--- config.mk ---
export PLATFORM = sky130hd
export DESIGN_NAME = game_sequencer
export DESIGN_NICKNAME = d
export VERILOG_FILES = /design/src/rtl/pong_pkg.sv /design/src/rtl/btn_edge.sv /design/src/rtl/game_sequencer.sv
export SDC_FILE = /design/constraint.sdc
export NUM_CORES = 1
export LEC_CHECK = 0
export BUFFER_PORTS_ARGS = -buffer_cell sky130_fd_sc_hd__buf_2
export CORE_UTILIZATION = 30
export DETAILED_ROUTE_END_ITERATION = 10
export MAX_ROUTING_LAYER = met4
export PLACE_DENSITY = 0.54
export SLEW_MARGIN = 20
export SYNTH_ARGS = -nofsm -noshare
export SYNTH_HDL_FRONTEND = slang
export SYNTH_HIERARCHICAL = 1
export SYNTH_SLANG_ARGS = --single-unit
--- constraint.sdc ---
create_clock -name clk -period 1.8 [get_ports clk]
set_clock_uncertainty 0.05 [all_clocks]
set_input_delay 0.36 -clock clk [delete_from_list [all_inputs] [get_ports clk]]
set_output_delay 0.36 -clock clk [all_outputs]
set_load 0.02 [all_outputs]
--- src/rtl/pong_pkg.sv ---
// Shared constants and state encoding for the pong design.
package pong_pkg;

  localparam int SCORE_W         = 5;
  localparam int MAX_SCORE_LIMIT = 31;
  localparam int HOLD_W          = 8;
  localparam int H_SCREEN        = 640;
  localparam int V_SCREEN        = 480;

  typedef enum logic [2:0] {
    ST_MENU      = 3'd0,
    ST_SET       = 3'd1,
    ST_START     = 3'd2,
    ST_PLAY      = 3'd3,
    ST_END_POINT = 3'd4,
    ST_END_GAME  = 3'd5
  } game_state_t;

  // One saturating step of the winning score; opposite buttons cancel.
  function automatic logic [SCORE_W-1:0] max_step(input logic [SCORE_W-1:0] cur,
                                                   input logic up,
                                                   input logic down);
    logic [SCORE_W-1:0] nxt;
    nxt = cur;
    if (up && !down && (cur < SCORE_W'(MAX_SCORE_LIMIT)))
      nxt = cur + SCORE_W'(1);
    else if (down && !up && (cur > SCORE_W'(1)))
      nxt = cur - SCORE_W'(1);
    return nxt;
  endfunction

endpackage

--- src/rtl/btn_edge.sv ---
// Two-flop synchroniser followed by a rising-edge detector.
// press is high for exactly one clk per button press.
module btn_edge
  import pong_pkg::*;
(
  input  logic clk,
  input  logic reset,
  input  logic btn_in,
  output logic press
);

  logic sync1;
  logic sync2;
  logic prev;

  // Synchroniser chain plus one-clk history for edge detection.
  always_ff @(posedge clk) begin
    if (reset) begin
      sync1 <= 1'b0;
      sync2 <= 1'b0;
      prev  <= 1'b0;
    end else begin
      sync1 <= btn_in;
      sync2 <= sync1;
      prev  <= sync2;
    end
  end

  assign press = sync2 & ~prev;

endmodule

--- src/rtl/game_sequencer.sv ---
// Pong game controller: menu, winning-score setup, serve, rally and
// end-of-point / end-of-game hold phases.
//
// state      | meaning
// -----------+-----------------------------------------------
// MENU       | choose set-score or quick start
// SET        | adjust winning score with up/down
// START      | ball parked at serve position, wait for launch
// PLAY       | ball moving, waiting for a wall hit
// END_POINT  | hold POINT_HOLD frames, then serve again
// END_GAME   | hold GAME_HOLD frames (or launch), then MENU
module game_sequencer
  import pong_pkg::*;
#(
  parameter int MAX_DEFAULT = 5,
  parameter int POINT_HOLD  = 60,
  parameter int GAME_HOLD   = 180
) (
  input  logic               clk,
  input  logic               reset,
  input  logic               frame_tick,
  input  logic               btn_launch,
  input  logic               btn_up,
  input  logic               btn_down,
  input  logic               left_hit,
  input  logic               right_hit,
  output logic [2:0]         state,
  output logic               menu_sel,
  output logic [SCORE_W-1:0] max_score,
  output logic [SCORE_W-1:0] score_p1,
  output logic [SCORE_W-1:0] score_p2,
  output logic               serve_side,
  output logic               ball_reset,
  output logic               play_en,
  output logic               winner
);

  logic launch;
  logic up;
  logic down;

  btn_edge u_launch (.clk(clk), .reset(reset), .btn_in(btn_launch), .press(launch));
  btn_edge u_up     (.clk(clk), .reset(reset), .btn_in(btn_up),     .press(up));
  btn_edge u_down   (.clk(clk), .reset(reset), .btn_in(btn_down),   .press(down));

  game_state_t        state_q, state_d;
  logic [HOLD_W-1:0]  hold_q, hold_d;
  logic               menu_sel_d;
  logic [SCORE_W-1:0] max_score_d;
  logic [SCORE_W-1:0] score_p1_d;
  logic [SCORE_W-1:0] score_p2_d;
  logic               serve_side_d;
  logic               winner_d;
  logic               ball_reset_d;
  logic               play_en_d;
  logic [SCORE_W-1:0] p1_inc;
  logic [SCORE_W-1:0] p2_inc;

  assign p1_inc = score_p1 + SCORE_W'(1);
  assign p2_inc = score_p2 + SCORE_W'(1);
  assign state  = state_q;

  // Next-state and next-output logic; every output is registered below.
  always_comb begin
    state_d      = state_q;
    hold_d       = hold_q;
    menu_sel_d   = menu_sel;
    max_score_d  = max_score;
    score_p1_d   = score_p1;
    score_p2_d   = score_p2;
    serve_side_d = serve_side;
    winner_d     = winner;

    case (state_q)
      ST_MENU: begin
        if (up)
          menu_sel_d = 1'b0;
        else if (down)
          menu_sel_d = 1'b1;
        if (launch) begin
          if (menu_sel) begin
            state_d      = ST_START;
            score_p1_d   = '0;
            score_p2_d   = '0;
            serve_side_d = 1'b0;
          end else begin
            state_d = ST_SET;
          end
        end
      end
      ST_SET: begin
        max_score_d = max_step(max_score, up, down);
        if (launch) begin
          state_d      = ST_START;
          score_p1_d   = '0;
          score_p2_d   = '0;
          serve_side_d = 1'b0;
        end
      end
      ST_START: begin
        if (launch)
          state_d = ST_PLAY;
      end
      ST_PLAY: begin
        // left_hit wins a simultaneous hit.
        if (left_hit) begin
          score_p2_d   = p2_inc;
          serve_side_d = 1'b0;
          if (p2_inc == max_score) begin
            state_d  = ST_END_GAME;
            winner_d = 1'b1;
          end else begin
            state_d = ST_END_POINT;
          end
        end else if (right_hit) begin
          score_p1_d   = p1_inc;
          serve_side_d = 1'b1;
          if (p1_inc == max_score) begin
            state_d  = ST_END_GAME;
            winner_d = 1'b0;
          end else begin
            state_d = ST_END_POINT;
          end
        end
      end
      ST_END_POINT: begin
        if (frame_tick)
          hold_d = hold_q + HOLD_W'(1);
        if (hold_q == HOLD_W'(POINT_HOLD))
          state_d = ST_START;
      end
      ST_END_GAME: begin
        if (frame_tick)
          hold_d = hold_q + HOLD_W'(1);
        if (launch || (hold_q == HOLD_W'(GAME_HOLD)))
          state_d = ST_MENU;
      end
      default: state_d = ST_MENU;
    endcase

    if (state_d != state_q)
      hold_d = '0;

    ball_reset_d = (state_d == ST_START) && (state_q != ST_START);
    play_en_d    = (state_d == ST_PLAY);
  end

  // State, hold counter and registered outputs.
  always_ff @(posedge clk) begin
    if (reset) begin
      state_q    <= ST_MENU;
      hold_q     <= '0;
      menu_sel   <= 1'b0;
      max_score  <= SCORE_W'(MAX_DEFAULT);
      score_p1   <= '0;
      score_p2   <= '0;
      serve_side <= 1'b0;
      ball_reset <= 1'b0;
      play_en    <= 1'b0;
      winner     <= 1'b0;
    end else begin
      state_q    <= state_d;
      hold_q     <= hold_d;
      menu_sel   <= menu_sel_d;
      max_score  <= max_score_d;
      score_p1   <= score_p1_d;
      score_p2   <= score_p2_d;
      serve_side <= serve_side_d;
      ball_reset <= ball_reset_d;
      play_en    <= play_en_d;
      winner     <= winner_d;
    end
  end

endmodule

==> flow_metrics.py <==
metrics = {
    "setup_path": {
        "r2r_cells": 6,
        "required_ns": 1.93,
        "r2r_setup_slack_ns": 0.04,
        "critical_path_arrival_ns": 1.88,
        "crit_type": "register to register",
        "worst_setup_path_start_kind": "register",
        "endpoint_kind": "register",
        "critPathMaxFanout": 5,
        "r2r_start": "max_score[1]",
        "r2r-end": "max_score[2]",
    },
    "sta": {
        "rsz0062_at_grt": "yes",
        "final.min_clock_period_ns": 1.76,
        "fin_tns_setup_ns": 0,
        "drv_slew": 0,
        "timing.final.ws_setup_ns": 0.0421,
        "timing.final.crit_share_pct": 97.7,
        "fmax_mhz": 569,
        "relSlewSlack_pct": 64.9,
        "worst_pin_slew_ns": 0.521,
        "finalHoldViolations": 0,
        "setup_viol": 0,
    },
    "drt": {
        "drtAntennaViolNets": 0,
        "wl_met1_mm": 2.63,
        "dr_total_vias": 2066,
        "wl_met3_um": 178,
        "drt-total-wl_mm": 5.43,
        "dr_wl_met2_mm": 2.54,
        "wl_per_cell_um": 12.7,
        "drt_iter0_markers": 61,
        "firstDrtPassIters": 5,
        "via_per_inst": 4.83,
        "top_layer_used": "met4",
        "drc": 0,
    },
    "global_routing": {
        "grt_use_total_pct": 15.2,
        "grt-ovfl-total": 0,
        "antenna_found_initial": 0,
        "grt_max_degree": 21,
        "grt_pass1_wl_mm": 8.77,
        "grt_pass1_vias": 1835,
    },
    "synth": {
        "ys_seq_area_share_pct": 35.6,
        "synthArstFlopShare_pct": 0,
        "syn-num-nets": 281,
        "synth-edff-count": 0,
        "synthFlopType": "dfxtp_1",
        "synth_top_area_share_pct": 35.6,
        "syn_inst": 266,
        "yosysTopAreaCell": "dfxtp_1",
        "ys_types": 47,
        "synth_area_um2": 2250,
        "yosys-top-cells-area": "dfxtp_1 (36%), xnor2_1 (5.1%), a21oi_1 (4.9%)",
        "syn_area_per_cell_um2": 8.46,
        "ys_seq_elements": 40,
        "ys.warnings.count": 6,
    },
    "cts": {
        "cts_tree": "yes",
        "cts_root_buffer": "clkbuf_8",
        "insertion_delay_ns": 0.29,
        "cts_num_sinks": 40,
        "path_clk_slew_ns": 0.08,
        "cts_buffers": 5,
        "htreeDepth": 2,
        "cts_buffer_depth": 2,
    },
    "finish": {
        "fin_cells": 428,
        "regArea_um2": 813,
        "num_antenna_cells": 0,
        "area_delta_synth_final_pct": 31.1,
        "final_cell_mix": "buf_4 (36), dfxtp_1 (30), buf_2 (30)",
        "multiInputGateArea_um2": 1400,
        "final_common_cell": "buf_4",
        "finalInstanceArea_um2": 2950,
        "finish.utilization_pct": 40.7,
        "nNetsFinal": 343,
        "n_fill_cell": 766,
        "drive_gt1_share_pct": 31.0,
    },
    "outcome": {
        "outcome": "finished clean",
    },
    "worst_hold_path": {
        "min_path_cells": 2,
        "hp-start": "btn_launch",
        "hp-class": "input port to register",
        "holdPathEnd": "u_launch/sync1",
    },
    "floorplanning": {
        "ioPinCount": 31,
        "coreArea_um2": 7250,
        "die_w_um": 88.6,
        "dieArea_um2": 7850,
        "start_util_pct": 31.0,
        "die_h_um": 88.6,
        "placementRows": 31,
    },
    "run": {
        "maxCapViolCount": 0,
    },
    "pwr": {
        "power_density_nw_per_um2": 686,
        "leakagePower_nw": 1.17,
        "ir_drop_mv": 0.377,
    },
    "placed_design": {
        "hpwl_mm": 4.14,
        "dp_slack_ns": -0.00532,
        "placedCellCount": 419,
        "routabilityCongestion": 0.823,
        "place_area_um2": 2730,
        "io_buffers": 30,
    },
}
metal layers:
layer	track usage, %	vias to the layer above
li1	-	1069
met1	19.0	957
met2	24.2	34
met3	3.26	6
met4	5.43	0
met5	-	-
how the worst max path moves through the flow:
stage / startpoint / endpoint / cells after the start
CTS: score_p1[0] / winner / 6
floorplan: max_score[1] / max_score[2] / 6
global placement: hold_q[1] / ball_reset / 7
global route: max_score[1] / max_score[2] / 7
detailed placement: u_up/sync2 / max_score[2] / 7
finish: max_score[1] / max_score[2] / 6
critical path, cell delays in order, from the launching register on:
cell	delay (ns)
dfxtp_2	0.34
and3_4	0.18
a311oi_4	0.33
buf_4	0.18
o211ai_4	0.08
o21ai_1	0.13
or3b_1	0.34
cells by family after synthesis:
family	Yosys count	share of synthesized area, %
AND/OR/NAND/NOR	113	28.4
buffers and inverters	21	4.95
XOR/XNOR	20	7.79
AO/OA/AOI/OAI	62	18.0
flip-flops	40	35.6
adder cells (fa/ha/maj)	7	3.89
multiplexers	3	1.33
cell usage after synthesis, drive strengths merged, types with 3 or more instances:
cell,n
o21ai,19
nand3b,4
dfxtp,40
clkbuf,8
nor3,7
buf,3
nand4b,3
nand2,13
nand2b,4
o211ai,3
nand4,6
xor2,7
inv,10
or3,6
a21oi,22
ha,7
nor3b,4
and3,4
nand3,5
nor2b,20
xnor2,13
a311oi,3
mux2i,3
nor2,27
state kept, by name (all words and copies together) (netlist names), 3 cells and up:
| name | cells |
|---|---|
| score_p2 | 5 |
| state | 3 |
| score_p1 | 5 |
| hold_q | 8 |
| max_score | 5 |
final cells by class:
cell class / instances / area share (%)
Clock buffer: 5 / 2.33
Clock inverter: 3 / 3.05
Inverter: 10 / 1.27
Multi-Input combinational cell: 205 / 47.3
Sequential cell: 40 / 27.6
Tap cell: 99 / 4.20
Timing Repair Buffer: 66 / 14.3
power breakdown:
part	internal (mW)	switching, mW
Clock	0.694	0.325
Combinational	0.0435	0.0577
Sequential	0.895	0.00794
timing repair:
action / CTS / global route
buffers inserted: 0 / 1
hold buffers: 0 / 0
cloned: 0 / 0
pin swaps: 1 / 3
gates resized for setup: 1 / 18
endpoints found under the setup margin: 2 / 13
through the flow:
step,power (mW),hold WS (ns)
after floorplan,0.980,0.364
after global placement,1.02,0.368
after detailed placement,1.02,0.375
after CTS,2.05,0.214
after global routing,2.10,0.235
final,2.02,0.218
Note: power is estimated with default switching activity, not from simulation.
